### src/rtl/exec_sequencer_pkg.sv
// Shared definitions for exec_sequencer: opcodes, FSM state codes, flag bit positions
// and small opcode-classification helpers.
package exec_sequencer_pkg;

  typedef enum logic [3:0] {
    OP_JMP = 4'h0, OP_ADD = 4'h1, OP_SUB = 4'h2, OP_LSL = 4'h3,
    OP_LSR = 4'h4, OP_AND = 4'h5, OP_OR  = 4'h6, OP_XOR = 4'h7,
    OP_LD  = 4'h8, OP_ST  = 4'h9, OP_MOV = 4'hA, OP_BEQ = 4'hB,
    OP_BNE = 4'hC, OP_BLT = 4'hD, OP_BGT = 4'hE, OP_CMP = 4'hF
  } op_e;

  typedef enum logic [2:0] {
    S_FETCH  = 3'd0,
    S_DECODE = 3'd1,
    S_EXEC   = 3'd2,
    S_MEM    = 3'd3,
    S_WB     = 3'd4,
    S_HALT   = 3'd5
  } state_e;

  localparam int FLG_C = 3;
  localparam int FLG_N = 2;
  localparam int FLG_V = 1;
  localparam int FLG_Z = 0;

  function automatic logic is_branch(input op_e op);
    return op inside {OP_BEQ, OP_BNE, OP_BLT, OP_BGT};
  endfunction

  function automatic logic is_mem(input op_e op);
    return op inside {OP_LD, OP_ST};
  endfunction

  function automatic logic writes_reg(input op_e op);
    return op inside {OP_ADD, OP_SUB, OP_LSL, OP_LSR, OP_AND, OP_OR, OP_XOR, OP_MOV, OP_LD};
  endfunction

  // Ops that enable ALU flag generation and commit flags in writeback (CMP behaves as SUB)
  function automatic logic updates_flags(input op_e op);
    return op inside {OP_ADD, OP_SUB, OP_LSL, OP_LSR, OP_AND, OP_OR, OP_XOR, OP_CMP};
  endfunction

  function automatic logic branch_taken(input op_e op, input logic [3:0] f);
    logic taken;
    case (op)
      OP_BEQ:  taken = f[FLG_Z];
      OP_BNE:  taken = !f[FLG_Z];
      OP_BLT:  taken = f[FLG_N] && !f[FLG_Z];
      OP_BGT:  taken = !f[FLG_N] && !f[FLG_Z];
      default: taken = 1'b0;
    endcase
    return taken;
  endfunction

endpackage

### src/rtl/exec_sequencer_reg_file.sv
// 16-entry register file: three async read ports (rs, rt, rd), one sync write port,
// async clear; R0 optionally hardwired to zero.
module exec_sequencer_reg_file #(
  parameter int DATA_W  = 16,
  parameter bit R0_ZERO = 1'b1
) (
  input  logic              clk,
  input  logic              rst,
  input  logic [3:0]        ra_addr,
  input  logic [3:0]        rb_addr,
  input  logic [3:0]        rc_addr,
  output logic [DATA_W-1:0] ra_data,
  output logic [DATA_W-1:0] rb_data,
  output logic [DATA_W-1:0] rc_data,
  input  logic              wr_en,
  input  logic [3:0]        wr_addr,
  input  logic [DATA_W-1:0] wr_data
);

  logic [DATA_W-1:0] regs_r [16];

  // Write port; writes to R0 are dropped when it is hardwired to zero
  always_ff @(posedge clk or posedge rst) begin
    if (rst) begin
      for (int i = 0; i < 16; i++) regs_r[i] <= {DATA_W{1'b0}};
    end else if (wr_en && !(R0_ZERO && (wr_addr == 4'd0))) begin
      regs_r[wr_addr] <= wr_data;
    end
  end

  assign ra_data = (R0_ZERO && (ra_addr == 4'd0)) ? {DATA_W{1'b0}} : regs_r[ra_addr];
  assign rb_data = (R0_ZERO && (rb_addr == 4'd0)) ? {DATA_W{1'b0}} : regs_r[rb_addr];
  assign rc_data = (R0_ZERO && (rc_addr == 4'd0)) ? {DATA_W{1'b0}} : regs_r[rc_addr];

endmodule

### src/rtl/exec_sequencer.sv
// Fetch/decode/execute sequencer driving an external 16-bit ALU and a shared memory port.
// Optional EXEC_SEQ_HALT_EN: a JMP to its own address parks the core in HALT.
module exec_sequencer
  import exec_sequencer_pkg::*;
#(
  parameter int          DATA_W   = 16,
  parameter logic [15:0] RESET_PC = 16'h0000,
  parameter bit          R0_ZERO  = 1'b1
) (
  input  logic              clk,
  input  logic              rst,
  output logic              mem_req,
  output logic              mem_we,
  output logic [15:0]       mem_addr,
  output logic [DATA_W-1:0] mem_wdata,
  input  logic [DATA_W-1:0] mem_rdata,
  input  logic              mem_ack,
  output logic [3:0]        alu_func,
  output logic [DATA_W-1:0] alu_op0,
  output logic [DATA_W-1:0] alu_op1,
  output logic              alu_flag_en,
  output logic [3:0]        alu_flag_in,
  input  logic [DATA_W-1:0] alu_q,
  input  logic [3:0]        alu_flag_out,
  output logic [15:0]       pc,
  output logic [3:0]        flags,
  output logic              halted
);

  state_e            state_r;
  logic [15:0]       ir_r;
  logic [DATA_W-1:0] q_r;
  logic [3:0]        fo_r;
  logic [DATA_W-1:0] ld_r;
  op_e               op_s;
  logic [DATA_W-1:0] rs_data_s, rt_data_s, rd_data_s;
  logic [15:0]       br_target_s, next_pc_s;
  logic              halt_s;

  assign op_s        = op_e'(ir_r[15:12]);
  assign br_target_s = pc + 16'd1 + {{4{ir_r[11]}}, ir_r[11:0]};

  exec_sequencer_reg_file #(.DATA_W(DATA_W), .R0_ZERO(R0_ZERO)) u_reg_file (
    .clk     (clk),
    .rst     (rst),
    .ra_addr (ir_r[7:4]),
    .rb_addr (ir_r[3:0]),
    .rc_addr (ir_r[11:8]),
    .ra_data (rs_data_s),
    .rb_data (rt_data_s),
    .rc_data (rd_data_s),
    .wr_en   ((state_r == S_WB) && writes_reg(op_s)),
    .wr_addr (ir_r[11:8]),
    .wr_data ((op_s == OP_LD) ? ld_r : q_r)
  );

  // Program-counter successor chosen in writeback
  always_comb begin
    next_pc_s = pc + 16'd1;
    if (op_s == OP_JMP) begin
      next_pc_s = q_r;
    end else if (is_branch(op_s) && branch_taken(op_s, flags)) begin
      next_pc_s = q_r;
    end else begin
      next_pc_s = pc + 16'd1;
    end
  end

`ifdef EXEC_SEQ_HALT_EN
  assign halt_s = (op_s == OP_JMP) && (q_r == pc);

  // Sticky halt flag, cleared only by reset
  always_ff @(posedge clk or posedge rst) begin
    if (rst) halted <= 1'b0;
    else     halted <= halted || ((state_r == S_WB) && halt_s);
  end
`else
  assign halt_s = 1'b0;
  assign halted = 1'b0;
`endif

  // Main sequencer FSM with registered memory and ALU outputs
  always_ff @(posedge clk or posedge rst) begin
    if (rst) begin
      state_r     <= S_FETCH;
      pc          <= RESET_PC;
      flags       <= 4'h0;
      ir_r        <= 16'h0000;
      q_r         <= {DATA_W{1'b0}};
      fo_r        <= 4'h0;
      ld_r        <= {DATA_W{1'b0}};
      mem_req     <= 1'b0;
      mem_we      <= 1'b0;
      mem_addr    <= 16'h0000;
      mem_wdata   <= {DATA_W{1'b0}};
      alu_func    <= 4'h0;
      alu_op0     <= {DATA_W{1'b0}};
      alu_op1     <= {DATA_W{1'b0}};
      alu_flag_en <= 1'b0;
      alu_flag_in <= 4'h0;
    end else begin
      case (state_r)
        S_FETCH: begin
          if (mem_req && mem_ack) begin
            ir_r    <= mem_rdata;
            mem_req <= 1'b0;
            state_r <= S_DECODE;
          end else begin
            mem_req  <= 1'b1;
            mem_we   <= 1'b0;
            mem_addr <= pc;
          end
        end
        S_DECODE: begin
          alu_func    <= ir_r[15:12];
          alu_flag_in <= (op_s == OP_LD) ? {1'b0, flags[2:0]} : flags;
          case (op_s)
            OP_MOV: begin
              alu_op0     <= {8'h00, ir_r[7:0]};
              alu_op1     <= 16'h0000;
              alu_flag_en <= 1'b0;
            end
            OP_LD, OP_ST: begin
              alu_op0     <= rs_data_s;
              alu_op1     <= {12'h000, ir_r[3:0]};
              alu_flag_en <= 1'b0;
            end
            OP_JMP: begin
              alu_op0     <= rs_data_s;
              alu_op1     <= 16'h0000;
              alu_flag_en <= 1'b0;
            end
            OP_BEQ, OP_BNE, OP_BLT, OP_BGT: begin
              alu_op0     <= br_target_s;
              alu_op1     <= 16'h0000;
              alu_flag_en <= 1'b0;
            end
            default: begin
              alu_op0     <= rs_data_s;
              alu_op1     <= rt_data_s;
              alu_flag_en <= 1'b1;
            end
          endcase
          state_r <= S_EXEC;
        end
        S_EXEC: begin
          q_r  <= alu_q;
          fo_r <= alu_flag_out;
          if (is_mem(op_s)) begin
            mem_req   <= 1'b1;
            mem_we    <= (op_s == OP_ST);
            mem_addr  <= alu_q;
            mem_wdata <= rd_data_s;
            state_r   <= S_MEM;
          end else begin
            state_r <= S_WB;
          end
        end
        S_MEM: begin
          if (mem_ack) begin
            ld_r    <= mem_rdata;
            mem_req <= 1'b0;
            mem_we  <= 1'b0;
            state_r <= S_WB;
          end
        end
        S_WB: begin
          if (updates_flags(op_s)) flags <= fo_r;
          pc <= next_pc_s;
          if (halt_s) begin
            state_r <= S_HALT;
            mem_req <= 1'b0;
          end else begin
            state_r  <= S_FETCH;
            mem_req  <= 1'b1;
            mem_we   <= 1'b0;
            mem_addr <= next_pc_s;
          end
        end
        S_HALT: begin
          mem_req <= 1'b0;
          mem_we  <= 1'b0;
        end
        default: begin
          state_r <= S_FETCH;
          mem_req <= 1'b0;
          mem_we  <= 1'b0;
        end
      endcase
    end
  end

endmodule

### config.mk
export PLATFORM = sky130hd
export DESIGN_NAME = exec_sequencer
export DESIGN_NICKNAME = d
export VERILOG_FILES = /design/src/rtl/exec_sequencer_pkg.sv /design/src/rtl/exec_sequencer_reg_file.sv /design/src/rtl/exec_sequencer.sv
export SDC_FILE = /design/constraint.sdc
export NUM_CORES = 1
export LEC_CHECK = 0
export CAP_MARGIN = 20
export CORE_UTILIZATION = 61
export CTS_CLUSTER_SIZE = 30
export DETAILED_ROUTE_END_ITERATION = 10
export PLACE_DENSITY = 0.81
export SLEW_MARGIN = 5
export SYNTH_ARGS = -nofsm -noshare
export SYNTH_HDL_FRONTEND = slang
export SYNTH_SLANG_ARGS = --single-unit
### constraint.sdc
create_clock -name clk -period 18.2 [get_ports clk]
set_input_delay 2.73 -clock clk [delete_from_list [all_inputs] [get_ports clk]]
set_output_delay 2.73 -clock clk [all_outputs]
set_load 0.02 [all_outputs]
# After elaboration in Yosys (flattened, before gate mapping)
# Cells that the tools add are included.
# Widths: inputs -> output; s select.
# totals
input_bits	39
regBits	406
out_inout_bits	96
elab_cells	137
# classes
n_reduce_logical	32
eq_ne	24
n_mux	38
bitwise_logic	5
n_addsub	2
order_cmp	4
# ops
cell	n
$bwmux 256	1
$mux 16	15
$bmux 16 s4	3
$demux 16 s4	1
$pmux 16 s2	2
$pmux 16 s3	1
$eq 4x4->1 const B	8
$add 16x1->16 const B	1
$add 16x16->16	1
$eq 4x3->1 const B	4
$logic_not 4->1	4
$ge 5x5->1 const B	3
$not 4->5	3
$pmux 3 s5	1
$mux 3	3
$reduce_and 3->1	3
$reduce_bool 9->1	1
$eq 4x2->1 const B	2
$ne 2x2->1 const B	4
$pmux 1 s4	2
$reduce_and 2->1	4
$reduce_bool 8->1	1
$reduce_or 8->1	1
$logic_and 1x1->1	7
other kinds (18)	29

# Logic depth before layout (Yosys ltp)
# logic_depth
depth_word	8
ltp_mapped	13
ltp_nobuf	13

# Modules after synthesis
# From an unflattened synthesis, not the netlist that was laid out.
# hier_totals
cells_unflattened	1826
hier_area_um2	22808.1
# by_module_without_submodules
module	area_per_inst_um2	seq_area_each_um2	cells_per_inst	n_inst
exec_sequencer_reg_file	15220.8	6030.8	1066	1
exec_sequencer	7587.3	3753.6	760	1

# Least setup slack after synthesis
# Ideal clock, no wire load.
# synth_path
path_type	input to register
from	in mem_ack
to	reg ld_r[0]
setup_time_ps	125
arrival_time_ps	3663
t_required_ps	18075
n_path_buf	1
slack_ps	14412
stages	3
path_cell_list	nand3_1 clkbuf_1 mux2_2
# synth_via
elab_chain_cells	1
# synth_lines
item	line	rtl
from (decl)	exec_sequencer.sv:17	input logic mem_ack,
$reduce_and 2->1 (no source line)	-	
to (signal assigned)	exec_sequencer.sv:91	ld_r <= {DATA_W{1'b0}};
to (signal assigned)	exec_sequencer.sv:161	ld_r <= mem_rdata;
to (decl)	exec_sequencer.sv:34	logic [DATA_W-1:0] ld_r;
# No other way between the ends.
# A chain may end at the register's enable or synchronous reset.

==> metrics.md <==
| Metric | Value |
|---|---|
| Vias in the first global route | 18.16k |
| Avg Cell Area, Syn | 11.11 um^2 |
| Fin. max-slew vios | 0 |
| Crit path launch type | input port |
| CTS Root Cell | clkbuf_16 |
| Synth top area share | 0.4475 |
| Area contributors post-synth | dfrtp_1, mux4_2, nand2_1, a21oi_1, nor2_1 |
| Setup Fix Bufs, Post-CTS | 0 |
| Syn Nets | 2103 |
| Final hold vios | 0 |
| YS warnings | 0 |
| # setup viols final | 0 |
| Combinational Power Share | 0.483 |
| Lkg Pwr | ~11 nW |
| Die height | 194.9 um |
| WL per Instance | 25.08 um |
| Layout cells sized above 1 | 0.1797 |
| Core ar. | 0.03661 mm^2 |
| CP startpoint | rst |
| Worst-path clk slew | approximately 0.060 ns |
| Post-route ant nets | 0 |
| Number of flops mapped to enable cells by yosys | 0 |
| Fin nets | around 2.1k |
| Num CTS Buffers | 43 |
| IO Count | between 100 and 150 |
| Max-cap violations | 0 |
| Primary FF master, synth | dfrtp_1 |
| CTS tree | done |
| Crit end category | asynchronous set/reset pin |
| Final TNS setup | 0 ns |
| Worst hold path class | flop to flop |
| Antenna violations before repair | 4 |
| Post-Synth XOR/XNOR Area | 0.01080 |
| Die boundary width | 194.9 um |
| Post-Synth Simple-Gate Area | 0.1084 |
| Post-Synth Adder-Cell Area | 0.01135 |
| Hold wc startpoint | u_reg_file.regs_r[254] |
| GRT overflow | 0 |
| Clock network power share | 0.176 |
| CTS sink count | 406 |
| Relative slew slack | 0.1956 |
| N_diodes | 0 |
| Worst-Skew Late Latency | ~0.55 ns |
| Mapped Area | about 0.023 mm^2 |
| Min cycle time layout | between 5 and 6 ns |
| Mux contribution to synthesized area | 0.2510 |
| Synth Area in Compound Gates | 0.1178 |
| Crit path DAT | 5.58 ns |
| Hold buffer count at CTS | 0 |
| Fmax | 198.5 MHz |
| Routability cong. | just under 0.9 |
| Seq/Total Area, Yosys | 0.4475 |
| Routed Wire Length | between 60 and 70 mm |
| Commonest non-fill, non-tap cells in the layout | dfrtp_1, nand2_1, a21oi_1 |
| Total iterations of the first detailed-routing run | 8 |
| Worst slew pin tran | 1.204 ns |
| Vias/cell | approximately 7 |
| Worst reg2reg path startpoint | pc[0] |
| CTS max path bufs | 3 |
| #FFs+latches synth | ~410 |
| DRC | 0 |
| Switching fraction of total power | 0.4203 |
| Sequential share of power | 0.341 |
| Status | finished, final reports clean |
| Dominant cell type by area after synthesis | dfrtp_1 |
| VDD IR max | about 0.11 mV |
| Final critical-path share of the clock period | 0.2768 |
| Cells after Synth | slightly above 2k |
| Starting Density | 0.6202 |
| Cell row count | 70 |
| Clock Skews | around 0.014 ns |
| GRT Util Overall | 0.3499 |
| Hold Slack | 0.4106 ns |
| Commonest non-fill, non-tap cell in the layout | dfrtp_1 |
| P_sw | approximately 0.0020 W |
| Critical path peak fanout | about 130 |
| First-pass GRT wire length | 101.5 mm |
| Internal Power | between 0.002 and 0.003 W |
| Via count | between 15k and 20k |
| Pwr/cell area | between 150 and 200 mW/mm^2 |
| Req. time, crit path | between 15 and 20 ns |
| Die area | between 0.03 and 0.04 mm^2 |
| Area growth syn-to-layout | 11.63% |
| Largest family of logic cells by synthesized area | multiplexers |
| RSZ-0062 raised after global routing | false |
| CTS H-Tree Depth | 2 |
| DP Wirelength | about 40 mm |
| Port bufs | ~130 |
| Yosys cell types | 74 |
| Worst setup path category | input port to asynchronous set/reset pin |
| Cells resized by post-CTS repair | 0 |
| Largest net degree at the start of global routing | 134 |
| Asr flop ratio synth | 1.000 |
| Detailed Route Iter0 Violations | ~2.2k |
-- worst max-delay path, cell delays in order --
cell             delay [ns]
clkdlybuf4s50_1        0.49
inv_8                  0.62
buf_4                  0.87
buf_4                  0.76
-- cell families after synthesis --
| kind of cell | Yosys count |
|---|---|
| AO/OA/AOI/OAI | 469 |
| XOR/XNOR | 28 |
| AND/OR/NAND/NOR | 595 |
| other | 1 |
| multiplexers | 296 |
| flip-flops | 406 |
| buffers and inverters | 229 |
| adder cells (fa/ha/maj) | 20 |
-- final timing paths --
kind                                          end  slack [ns]  cells after the start
max                                       ir_r[9]       13.16                      4
min                        u_reg_file.regs_r[254]        0.41                      0
max reg2reg                           alu_op0[11]       14.43                     11
min reg2reg                u_reg_file.regs_r[254]        0.41                      0
max in group clk                           pc[11]       13.75                      1
min in group asynchronous  u_reg_file.regs_r[187]        2.75                      2
-- registers in the layout, summed over array words and instances, names as in the netlist --
register	flops
u_reg_file.regs_r	256
alu_op0	16
alu_op1	16
ir_r	16
ld_r	16
mem_addr	16
mem_wdata	16
pc	16
q_r	16
alu_flag_in	4
alu_func	4
flags	4
fo_r	4
state_r	3
alu_flag_en	1
mem_req	1
mem_we	1
-- per-layer routing --
metal / wire, um / global-route usage / vias up
li1: - / - / 7459
met1: 22720 / 0.4333 / 8735
met2: 31000 / 0.5649 / 1169
met3: 6797 / 0.08919 / 283
met4: 3829 / 0.1957 / 2
met5: 12 / 0 / -
-- power by group through the flow --
stage	registers [W]	logic (W)	clock network [W]
after floorplan	0.00157	0.00167	0
after global placement	0.00162	0.00221	0
after detailed placement	0.00165	0.00229	0
after CTS	0.00165	0.00232	0.000859
after global routing	0.00171	0.00251	0.000898
final	0.00166	0.00235	0.000857
-- metrics by stage --
step / instance area, um^2 / worst slack, ns / cells / power [W] / utilization
floorplan: 22710 / 4.175 / 2044 / 0.003237 / -
global placement: 23940 / 12.51 / 2487 / 0.003835 / 0.6538
detailed placement: 23970 / 12.46 / 2491 / 0.003944 / 0.6547
CTS: 25330 / 13.02 / 2565 / 0.004824 / 0.6919
global route: 25350 / 12.73 / 2566 / 0.005115 / 0.6923
finish: 25350 / 13.16 / 2566 / 0.004872 / 0.6923
-- cell usage after synthesis (3+ instances only) --
library cell / count
a22oi_1: 8
mux2i_1: 62
nor2b_1: 23
nand2_1: 303
mux4_4: 7
a211oi_1: 18
xor2_1: 12
a31oi_1: 6
o21ai_1: 25
o22ai_1: 7
ha_1: 19
a211oi_2: 3
o21ai_0: 135
mux4_1: 7
a222oi_1: 5
o21a_1: 6
mux2_2: 21
nand4_1: 4
a21o_1: 13
a21oi_1: 202
buf_6: 19
dfrtp_1: 406
buf_1: 4
nand3_1: 16
and3_1: 4
o211ai_1: 7
clkbuf_1: 72
nor3_1: 5
or3_1: 6
mux4_2: 199
a221oi_1: 10
nand2b_1: 5
nor2_1: 205
xnor2_1: 16
o21ai_2: 6
nand3b_1: 5
and2_1: 4
buf_2: 78
inv_1: 35
buf_4: 14
-- area by class of cell --
class                      instances  area [um^2]
clock buffer                      69         1336
sequential                       406        10180
fill                            2506        11260
inverter                          36        142.6
timing repair buffer             173         1639
clock inverter                     5        25.02
tap                              468        585.6
multi-input combinational       1409        11440
No activity file was read; power rests on OpenSTA's default activity.
